### src/rtl/serial_packet_ctrl.sv
// Framed write-packet parser behind the serial receiver: ADDR, LEN, payload, CSUM.
// Payload is buffered and replayed as register writes only after the checksum validates.
module serial_packet_ctrl #(
  parameter int unsigned ADDR_BITS = 4,
  parameter int unsigned MAX_LEN   = 16,
  parameter int unsigned LEN_BITS  = 5
) (
  input  logic                 clk,
  input  logic                 reset,
  input  logic [7:0]           rx_data,
  input  logic                 rx_strobe,
  input  logic                 rx_idle,
  output logic [ADDR_BITS-1:0] wr_addr,
  output logic [7:0]           wr_data,
  output logic                 wr_strobe,
  output logic                 pkt_ok,
  output logic                 pkt_err,
  output logic [7:0]           err_count
);

  localparam int unsigned IDX_BITS  = (MAX_LEN > 1) ? $clog2(MAX_LEN) : 1;
  localparam logic [7:0]  MAX_LEN_B = 8'(MAX_LEN);

  typedef enum logic [2:0] {
    S_IDLE,
    S_LEN,
    S_PAYLOAD,
    S_CSUM,
    S_COMMIT,
    S_RESYNC
  } state_t;

  state_t                 state;
  logic [ADDR_BITS-1:0]   base;
  logic [LEN_BITS-1:0]    len;
  logic [LEN_BITS-1:0]    idx;
  logic [7:0]             sum;
  logic                   overrun;
  logic [7:0]             buffer [MAX_LEN];

  logic [7:0]             sum_next;
  logic [IDX_BITS-1:0]    buf_idx;
  logic                   raise_err;

  assign sum_next = sum + rx_data;
  assign buf_idx  = idx[IDX_BITS-1:0];

  // Every reject condition in one place; an idle abort takes priority over a same-cycle byte.
  always_comb begin
    raise_err = 1'b0;
    case (state)
      S_LEN:     raise_err = rx_idle ||
                             (rx_strobe && ((rx_data == 8'd0) || (rx_data > MAX_LEN_B)));
      S_PAYLOAD: raise_err = rx_idle;
      S_CSUM:    raise_err = rx_idle || (rx_strobe && (sum_next != 8'd0));
      S_COMMIT:  raise_err = rx_strobe;
      default:   raise_err = 1'b0;
    endcase
  end

  // Payload storage; contents are meaningless until a checksum passes, so no reset.
  always_ff @(posedge clk) begin
    if (state == S_PAYLOAD && rx_strobe && !rx_idle) begin
      buffer[buf_idx] <= rx_data;
    end
  end

  always_ff @(posedge clk or posedge reset) begin
    if (reset) begin
      state     <= S_IDLE;
      base      <= '0;
      len       <= '0;
      idx       <= '0;
      sum       <= 8'd0;
      overrun   <= 1'b0;
      wr_addr   <= '0;
      wr_data   <= 8'd0;
      wr_strobe <= 1'b0;
      pkt_ok    <= 1'b0;
      pkt_err   <= 1'b0;
      err_count <= 8'd0;
    end else begin
      wr_strobe <= 1'b0;
      pkt_ok    <= 1'b0;
      pkt_err   <= raise_err;
      if (raise_err && (err_count != 8'hFF)) begin
        err_count <= err_count + 8'd1;
      end

      case (state)
        S_IDLE: begin
          if (rx_strobe) begin
            base    <= ADDR_BITS'(rx_data);
            sum     <= rx_data;
            idx     <= '0;
            overrun <= 1'b0;
            state   <= S_LEN;
          end
        end

        S_LEN: begin
          if (rx_idle) begin
            state <= S_IDLE;
          end else if (rx_strobe) begin
            if (raise_err) begin
              state <= S_RESYNC;
            end else begin
              len   <= LEN_BITS'(rx_data);
              sum   <= sum_next;
              idx   <= '0;
              state <= S_PAYLOAD;
            end
          end
        end

        S_PAYLOAD: begin
          if (rx_idle) begin
            state <= S_IDLE;
          end else if (rx_strobe) begin
            sum <= sum_next;
            if (idx == len - LEN_BITS'(1)) begin
              idx   <= '0;
              state <= S_CSUM;
            end else begin
              idx <= idx + LEN_BITS'(1);
            end
          end
        end

        // A good checksum issues the first write immediately so the burst starts at T+1.
        S_CSUM: begin
          if (rx_idle) begin
            state <= S_IDLE;
          end else if (rx_strobe) begin
            if (raise_err) begin
              state <= S_RESYNC;
            end else begin
              wr_strobe <= 1'b1;
              wr_addr   <= base;
              wr_data   <= buffer[buf_idx];
              idx       <= LEN_BITS'(1);
              state     <= S_COMMIT;
            end
          end
        end

        // Bytes arriving here are dropped but flagged; the burst itself always completes.
        S_COMMIT: begin
          if (rx_strobe) begin
            overrun <= 1'b1;
          end
          if (idx == len) begin
            pkt_ok <= 1'b1;
            state  <= (overrun || rx_strobe) ? S_RESYNC : S_IDLE;
          end else begin
            wr_strobe <= 1'b1;
            wr_addr   <= base + ADDR_BITS'(idx);
            wr_data   <= buffer[buf_idx];
            idx       <= idx + LEN_BITS'(1);
          end
        end

        S_RESYNC: begin
          if (rx_idle) begin
            state <= S_IDLE;
          end
        end

        default: state <= S_IDLE;
      endcase
    end
  end

endmodule

### config.mk
export PLATFORM = sky130hd
export DESIGN_NAME = serial_packet_ctrl
export DESIGN_NICKNAME = d
export VERILOG_FILES = /design/src/rtl/serial_packet_ctrl.sv
export SDC_FILE = /design/constraint.sdc
export NUM_CORES = 1
export LEC_CHECK = 0
export CAP_MARGIN = 5
export CORE_ASPECT_RATIO = 0.75
export CORE_MARGIN = 8
export CORE_UTILIZATION = 40
export DETAILED_ROUTE_END_ITERATION = 12
export PLACE_DENSITY = 0.59
export SLEW_MARGIN = 10
export SYNTH_ARGS = -nofsm -noshare
export SYNTH_HDL_FRONTEND = slang
export SYNTH_SLANG_ARGS = --single-unit
### constraint.sdc
create_clock -name clk -period 2.8 [get_ports clk]
set_clock_uncertainty 0.2 [all_clocks]
set_input_delay 0.56 -clock clk [delete_from_list [all_inputs] [get_ports clk]]
set_output_delay 0.56 -clock clk [all_outputs]
set_load 0.02 [all_outputs]
==> qor.yml, run 1 <==
outcome: "complete, but fails checks"
violations: "setup timing"
wl_per_cell_um: 20.58
grt_overflow: 0
vias: 4746
cts_buffers: 17
grt_util_all_layers_pct: 14.98
first_global_vias: 4752
synth_top_area_share_pct: 48.27
clk_latency_ns: 0.43
fill_cells: 1587
finalWirelength_mm: 18.09
seq_area_sq_um: 5071
crit_type: "primary input to register"
crit_arrival_ns: 3.09
hold_slack_ns: 0.2866
cts_max_path_buffers: 2
drt_iter0_markers: 406
nets: 643
grt_max_degree: 50
post_synth_num_cell_types: 58
synth_cells: 505
ys_seq_area_share_pct: 63.67
maxCapViolations: 0
rsz0062_at_grt: "yes"
setup_violations: 23
antenna_cells: 0
synth-seq-cells: 177
finalMaxSlewViolations: 0
hpwlAfterDp_mm: 12.77
syn_nets: 535
power_mw: 9.802
cts_tree: "yes"
clockRootBuffer: "clkbuf_16"
ys_warn_count: 0
finalWorstSetupSlack_ns: -0.1812
max_freq_mhz: 335.4
ir_worst_vdd_v: 0.0004327
syn_to_final_growth_pct: 24.43
grt_first_pass_wirelength_mm: 28.21
dpl_worst_slack_ns: -0.8860
async_reset_ff_share_pct: 27.68
hp-class: "primary input to async pin"
yosysTopAreaCell: "edfxtp_1"
grt_antenna_before_repair: 0
synth.most_common_cell: "edfxtp_1"
cts_num_sinks: 177
synth_edf_count: 128
port_buffers: 34
die_w_um: 178.9
min_period_ns: 2.981
synth.cell_area_sq_um: 7963
drtAntennaViolNets: 0
timing_hold_violations_final: 0
ios: 35
die_y_um: 138.2
globalplace.congestion: 0.8318
drc_errors: 0
multi_input_area_sq_um: 2855
clk_pin_slew_ns: 0.07
endpoint_kind: "register"
synth_ff_type: "edfxtp_1"
synthTopCellsByArea: "edfxtp_1 48%, dfrtp_1 15%, mux4_2 11%, ha_1 2.5%, nor2_1 1.8%"
core-area_sq_um: 19430
syn_avg_cell_area_sq_um: 15.77
worst_pin_slew_ns: 0.4505
dieArea_sq_um: 24720
firstDrtPassIters: 5
critPathMaxFanout: 6
synth_common_cells: "128 x edfxtp_1, 49 x dfrtp_1, 40 x mux4_2"
slew_headroom_pct: 69.83
start_util_pct: 40.97
fin_tns_setup_ns: -2.417
fp-row-count: 44
htreeDepth: 4
drive_gt1_share_pct: 31.15
vias_per_cell: 5.399
crit_required_ns: 2.90
leakage_nw: 3.577
pwr_density_cell_nw_per_um2: 989.3
crit_path_start_kind: "primary input"
fin_crit_sh_pct: 106.5
[routing by layer]
layer / part of all wire (%) / up-vias / GRT usage (%)
met2: 49 / 121 / 23.65
met3: 4.2 / 8 / 3.238
met1: 46 / 2447 / 20.89
met5: 0 / - / 0
li1: - / 2170 / -
met4: 0.76 / 0 / 3.170
[cells by family (layout without fill, tap and decap cells)]
logic type,Yosys count,after routing,share of synthesized area (%)
fa+ha+maj,18,18,3.017
flops,177,177,63.67
xor+xnor,26,26,2.954
compound gates,62,62,5.469
mux,67,67,15.46
buf+inv,38,159,2.090
simple gates,117,117,7.338
[through the flow]
step,utilization (%),cells,instance area (sq um)
floorplan,-,505,8013
global placement,47.16,839,9165
detailed placement,47.16,839,9165
CTS,50.87,878,9886
global route,50.99,879,9908
finish,50.99,879,9908
[critical path, cell delays in order]
cell           delay, ns
dlygate4sd2_1       0.24
buf_6               0.13
ha_4                0.21
a211o_1             0.30
a21o_1              0.19
o22a_1              0.23
xnor2_2             0.22
nand4bb_4           0.16
buf_4               0.17
buf_6               0.12
a31o_4              0.26
mux2_4              0.29
[cells in the final DEF (no fill, tap or decap), drive strengths merged, types with 21 or more instances in the layout]
cell,count
nor2,39
mux2,21
mux4,40
inv,21
nand2,25
a21oi,21
edfxtp,128
clkdlybuf4s50,29
dfrtp,49
buf,79
[sequential cells by signal, summed over array words and instances (netlist names)]
name and count:
state 3, wr_data 8, sum 8, err_count 8
pkt_ok 1, wr_addr 4, pkt_err 1, idx 5
buffer 128, base 4, overrun 1, len 5
wr_strobe 1
[worst paths after layout]
check | slack [ns] | to | cells past startpoint | startpoint
setup / recovery | -0.18 | idx[1] | 12 | rx_data[1]
hold / removal | 0.29 | wr_data[4] | 3 | reset
setup reg to reg | -0.17 | idx[1] | 10 | sum[1]
hold reg to reg | 0.31 | err_count[6] | 1 | err_count[6]
max in group asynchronous | 1.84 | idx[0] | 3 | reset
min in group clk | 0.31 | err_count[6] | 1 | err_count[6]
[cell type report]
class                   instances  area share, %
clock buffers                  18          4.331
clock inverters                14          1.692
inverters                      14         0.5304
multi-input cells             290          28.82
flip-flops and latches        177          51.18
well taps                     253          3.195
repair buffers                113          10.25
[report_power, final]
part           internal [mW]  total, mW  leakage, nW  switching, mW
logic                   2.04       3.93         1.54           1.89
registers               3.15       3.49         1.75          0.346
clock network           1.28       2.38        0.291           1.10
[timing repair]
| action | 4_1_cts | 5_1_grt |
|---|---|---|
| gates resized for setup | 16 | 13 |
| buffers inserted | 6 | 4 |
| hold buffers | 0 | 0 |
| setup endpoints to repair | 33 | 35 |
| hold endpoints to repair | 0 | 0 |
| gates cloned | 1 | 0 |
| pin swaps | 7 | 6 |
Power figures use the tool's default switching activity.
==> run 2: changes to the inputs <==
Settings changed: CTS_BUF_LIST from default to sky130_fd_sc_hd__clkbuf_4 sky130_fd_sc_hd__clkbuf_8 sky130_fd_sc_hd__clkbuf_16.
==> run 2 against run 1 <==
The run still ends with setup timing left. Worst hold slack worse by 0.0047 ns. Sequential share of layout area is 0.13 points lower. Count of clock-buffer cells in the layout stayed put. Cell area is 0.25% higher. First-iteration DRC count is 9.6% lower. Register-to-register slack hardly changed. Utilization is 0.13 points higher. Setup slack worse by 0.013 ns. Total power is 0.38% higher. Critical endpoint is now wr_data[4]. Largest power group unchanged.
==> qor.yml, run 2 (synthesis results as in run 1) <==
crit_arrival_ns: 3.11  # was 3.09 ns
critPathMaxFanout: 7  # was 6
crit_path_start_kind: "primary input"  # unchanged
clk_latency_ns: 0.43  # about the same
leakage_nw: 3.577  # about the same
nets: 642  # was 643
die_w_um: 178.9  # unchanged
outcome: "complete, but fails checks"  # unchanged
cts_num_sinks: 177  # unchanged
final_cells: 878  # was 879
clockRootBuffer: "clkbuf_16"  # unchanged
cp_common_cell: "buf_12"  # was buf_6
critical-path-max-stage-delay_ns: 0.33  # was 0.30 ns
rsz0062_at_grt: "yes"  # unchanged
min_period_ns: 2.995  # was 2.981 ns
core-area_sq_um: 19430  # unchanged
cts_max_path_buffers: 2  # unchanged
grt_antenna_before_repair: 0  # unchanged
die_y_um: 138.2  # unchanged
finalMaxSlewViolations: 0  # unchanged
setup_violations: 18  # was 23
hold_buffers: 0  # unchanged
max_freq_mhz: 333.9  # was 335.4 MHz
final_common_cell: "edfxtp_1"  # unchanged
cts_buffers: 17  # unchanged
crit_type: "primary input to register"  # unchanged
htreeDepth: 4  # unchanged
regMostFlops: "buffer"  # unchanged
power_mw: 9.839  # was 9.802 mW
power.share.switching_pct: 34.01  # was 34.03%
pwr-share-seq_pct: 35.5  # was 35.6%
grt_max_degree: 50  # unchanged
crit_path_cell_trace: "dlygate4sd2_1 -> buf_6 -> ha_4 -> a211o_1 -> a21o_1 -> o22a_1 -> xnor2_2 -> nand4bb_4 -> o31ai_4 -> buf_12 -> buf_12 -> mux2_2"  # was dlygate4sd2_1 -> buf_6 -> ha_4 -> a211o_1 -> a21o_1 -> o22a_1 -> xnor2_2 -> nand4bb_4 -> buf_4 -> buf_6 -> a31o_4 -> mux2_4
grt_util_all_layers_pct: 14.97  # was 14.98%
finish.utilization_pct: 51.11  # was 50.99%
largest_reg_flops: 128  # unchanged
antenna_cells: 0  # unchanged
hpwlAfterDp_mm: 12.77  # unchanged
crit_required_ns: 2.92  # was 2.90 ns
internal-power_mw: 6.493  # was 6.467 mW
pwr_density_cell_nw_per_um2: 990.5  # was 989.3 nW/um^2
port_buffers: 34  # unchanged
endpoint_kind: "register"  # unchanged
crit_path_top_delay_cell: "mux2_2"  # was a211o_1
pwr-share-comb_pct: 40.1  # about the same
drtAntennaViolNets: 0  # unchanged
maxCapViolations: 0  # unchanged
vias_per_cell: 5.409  # was 5.399
hp-class: "primary input to async pin"  # unchanged
drt_iter0_markers: 367  # was 406
grt_first_pass_wirelength_mm: 28.20  # was 28.21 mm
start_util_pct: 40.97  # unchanged
hold_slack_ns: 0.2820  # was 0.2866 ns
fill_cells: 1585  # was 1587
drc_errors: 0  # unchanged
firstDrtPassIters: 9  # was 5
worst_pin_slew_ns: 0.4583  # was 0.4505 ns
power.share.clock_pct: 24.4  # was 24.3%
dieArea_sq_um: 24720  # unchanged
timing_hold_violations_final: 0  # unchanged
ir_worst_vdd_v: 0.0004358  # was 0.0004327 V
cts_tree: "yes"  # unchanged
vias: 4749  # was 4746
dp_cells: 839  # unchanged
first_global_vias: 4754  # was 4752
slew_headroom_pct: 69.34  # was 69.83%
fin_crit_sh_pct: 106.9  # was 106.5%
clk_pin_slew_ns: 0.08  # was 0.07 ns
p_sw_mw: 3.346  # was 3.335 mW
fp-row-count: 44  # unchanged
finalWirelength_mm: 18.06  # was 18.09 mm
ios: 35  # unchanged
syn_to_final_growth_pct: 24.75  # was 24.43%
grt_overflow: 0  # unchanged
globalplace.congestion: 0.8318  # unchanged
finalWorstSetupSlack_ns: -0.1945  # was -0.1812 ns
wl_per_cell_um: 20.57  # was 20.58 um
most-common-layout-cells: "128 x edfxtp_1, 66 x buf_4, 48 x dfrtp_1"  # was 128 x edfxtp_1, 67 x buf_4, 48 x dfrtp_1
drive_gt1_share_pct: 31.36  # was 31.15%
violations: "setup timing"  # unchanged
[run 2: path summary, 6_finish.rpt]
| check | startpoint | end | slack, ns | cells after the start |
|---|---|---|---|---|
| max | rx_data[1] | wr_data[4] | -0.19 | 12 |
| min | reset | wr_data[6] | 0.28 | 3 |
| max reg2reg | sum[1] | wr_data[4] | -0.18 | 10 |
| min reg2reg | err_count[6] | err_count[6] | 0.31 | 1 |
| max in group asynchronous | reset | idx[0] | 1.85 | 3 |
| min in group clk | err_count[6] | err_count[6] | 0.31 | 1 |
[run 2: area by class of cell]
cell class | count | area (sq um) | area share (%)
inverter | 14 | 52.55 | 0.5290
multi-input combinational | 290 | 2846 | 28.66
clock inverter | 14 | 167.7 | 1.688
sequential | 177 | 5071 | 51.05
clock buffer | 18 | 432.9 | 4.358
tap | 253 | 316.6 | 3.187
timing repair buffer | 112 | 1046 | 10.53
[run 2: per-layer routing]
metal,part of all wire [%],vias up,GRT usage (%)
li1,-,2170,-
met1,47,2461,20.82
met5,0,-,0
met2,49,110,23.69
met3,3.8,8,3.238
met4,0.79,0,3.170
[run 2: through the flow]
step                setup TNS, ns  setup slack, ns  area [sq um]
floorplan                 -0.8763         -0.09189          8013
global placement           -25.09          -0.8472          9165
detailed placement         -25.96          -0.8860          9165
CTS                        -2.549          -0.2155          9894
global route               -4.956          -0.2950          9933
finish                     -2.300          -0.1945          9933
[run 2: power by group through the flow]
| stage | Combinational (mW) | Clock (mW) | Sequential (mW) |
|---|---|---|---|
| 3_5_place_dp | 3.80 | 0 | 3.54 |
| 5_1_grt | 4.27 | 2.52 | 3.53 |
| 6_report | 3.95 | 2.40 | 3.49 |
| 3_3_place_gp | 3.72 | 0 | 3.53 |
| 2_1_floorplan | 2.36 | 0 | 3.58 |
| 4_1_cts | 3.94 | 2.43 | 3.49 |
[run 2: timing repair]
action | in CTS | in global routing
pin swaps | 7 | 6
setup endpoints to repair | 33 | 34
gates cloned | 1 | 0
gates resized for setup | 16 | 8
setup buffers | 5 | 2
[run 2: critical path: cells and delay by family]
kind,cells,cell delay (ns)
xor+xnor,1,0.22
simple gates,1,0.16
mux,1,0.33
compound gates,4,0.96
buf+inv,4,0.66
fa+ha+maj,1,0.21
==> run 3: changes to the inputs <==
Settings changed: GPL_TIMING_DRIVEN from default to 1, MAX_ROUTING_LAYER from default to met4.
==> run 3 against run 2 <==
The flow still finishes with violations (setup timing). Sequential power about the same. Total power about the same. Global-route usage up 0.43 points. Sequential share of layout area unchanged. Die area unchanged. Final cell count unchanged. Routed wire length about the same. Worst hold slack better by 0.00091 ns. Utilization unchanged. Cell area unchanged. Non-clock buffer count unchanged. Count of clock-buffer cells in the layout unchanged. Critical endpoint unchanged.
==> qor.yml, run 3 (synthesis results as in run 1) <==
outcome: "complete, but fails checks"  # unchanged
violations: "setup timing"  # unchanged
hpwlAfterDp_mm: 12.77  # unchanged
dpl_worst_slack_ns: -0.8860  # unchanged
drc_errors: 0  # unchanged
globalplace.congestion: 0.8445  # was 0.8318
grt_max_degree: 50  # unchanged
critPathMaxFanout: 7  # unchanged
finalMaxSlewViolations: 0  # unchanged
endpoint_kind: "register"  # unchanged
final_common_cell: "edfxtp_1"  # unchanged
vias_per_cell: 5.382  # was 5.409
wl_per_cell_um: 20.56  # was 20.57 um
grt_overflow: 0  # unchanged
antenna_cells: 0  # unchanged
fp-row-count: 44  # unchanged
clk_latency_ns: 0.43  # about the same
grt_util_all_layers_pct: 15.40  # was 14.97%
cts_max_path_buffers: 2  # unchanged
fin_crit_sh_pct: 106.8  # was 106.9%
ir_worst_vdd_v: 0.0004353  # was 0.0004358 V
dieArea_sq_um: 24720  # unchanged
crit_arrival_ns: 3.11  # about the same
reg2reg_slack_ns: -0.18  # about the same
leakage_nw: 3.577  # unchanged
fin_tns_setup_ns: -2.255  # was -2.300 ns
most-common-layout-cells: "128 x edfxtp_1, 66 x buf_4, 48 x dfrtp_1"  # unchanged
cts_buffers: 17  # unchanged
drtAntennaViolNets: 0  # unchanged
grt_first_pass_wirelength_mm: 28.21  # was 28.20 mm
seq_area_sq_um: 5071  # unchanged
drive_gt1_share_pct: 31.36  # unchanged
hp-class: "primary input to async pin"  # unchanged
port_buffers: 34  # unchanged
largest_reg_flops: 128  # unchanged
syn_to_final_growth_pct: 24.75  # unchanged
clk_pin_slew_ns: 0.08  # about the same
timing_hold_violations_final: 0  # unchanged
cts_num_sinks: 177  # unchanged
die_w_um: 178.9  # unchanged
cts_tree: "yes"  # unchanged
first_global_vias: 4753  # was 4754
pwr_density_cell_nw_per_um2: 990.9  # was 990.5 nW/um^2
min_period_ns: 2.991  # was 2.995 ns
drt_iter0_markers: 342  # was 367
ios: 35  # unchanged
max_freq_mhz: 334.4  # was 333.9 MHz
crit_required_ns: 2.92  # about the same
grt_antenna_before_repair: 0  # unchanged
rsz0062_at_grt: "yes"  # unchanged
vias: 4725  # was 4749
multi_input_area_sq_um: 2846  # unchanged
crit_type: "primary input to register"  # unchanged
fill_cells: 1585  # unchanged
start_util_pct: 40.97  # unchanged
dp_cells: 839  # unchanged
finalWirelength_mm: 18.06  # about the same
htreeDepth: 4  # unchanged
firstDrtPassIters: 7  # was 9
crit_path_start_kind: "primary input"  # unchanged
maxCapViolations: 0  # unchanged
nets: 642  # unchanged
setup_violations: 18  # unchanged
core-area_sq_um: 19430  # unchanged
final_cells: 878  # unchanged
slew_headroom_pct: 69.66  # was 69.34%
clockRootBuffer: "clkbuf_16"  # unchanged
worst_pin_slew_ns: 0.4534  # was 0.4583 ns
finalWorstSetupSlack_ns: -0.1909  # was -0.1945 ns
regMostFlops: "buffer"  # unchanged
die_y_um: 138.2  # unchanged
-- run 3: cell counts in the layout (fill, tap and decap cells not counted) --
No cell type changed its count.
-- run 3: cell type report --
class | instances | area share, %
sequential | 177 | 51.05
multi-input combinational | 290 | 28.66
timing repair buffer | 112 | 10.53
clock buffer | 18 | 4.358
tap | 253 | 3.187
clock inverter | 14 | 1.688
inverter | 14 | 0.5290
-- run 3: per-layer routing --
metal | global-route usage [%] | vias to the layer above | wire length, um
li1 | - | 2168 | -
met1 | 20.79 | 2441 | 8519
met3 | 3.238 | 8 | 646
met4 | 3.170 | 0 | 138
met5 | - | - | 0
met2 | 23.73 | 108 | 8752
-- run 3: metrics by stage --
stage	hold WS [ns]	util [%]	power (mW)	cell area (sq um)
floorplan	0.2804	-	5.945	8013
global placement	0.2883	47.16	7.252	9165
detailed placement	0.2936	47.16	7.347	9165
CTS	0.2881	50.91	9.859	9894
global route	0.3174	51.11	10.32	9933
finish	0.2829	51.11	9.843	9933
-- run 3: report_power, final --
part | internal, mW | switching, mW | leakage, nW | total (mW)
clock network | 1.29 | 1.12 | 0.295 | 2.40
registers | 3.15 | 0.343 | 1.75 | 3.49
logic | 2.06 | 1.89 | 1.54 | 3.95
-- run 3: worst paths after layout --
check,start,endpoint,depth (start not counted)
hold / removal,reset,wr_data[6],3
setup / recovery,rx_data[1],wr_data[4],12
setup reg to reg,sum[1],wr_data[4],10
min in group clk,err_count[6],err_count[6],1
hold reg to reg,err_count[6],err_count[6],1
max in group asynchronous,reset,idx[0],3
-- run 3: repair_timing --
action                                  in CTS  in global routing
pin swaps                                    7                  6
gates cloned                                 1                  0
resized for setup                           16                  8
setup buffers                                5                  2
hold buffers                                 0                  0
endpoints found under the setup margin      33                 34
-- run 3: critical path, stage by stage --
cell and delay, ns:
dlygate4sd2_1 0.24, buf_6 0.13, ha_4 0.21, a211o_1 0.30, a21o_1 0.19, o22a_1 0.23
xnor2_2 0.22, nand4bb_4 0.16, o31ai_4 0.24, buf_12 0.16, buf_12 0.13, mux2_2 0.33
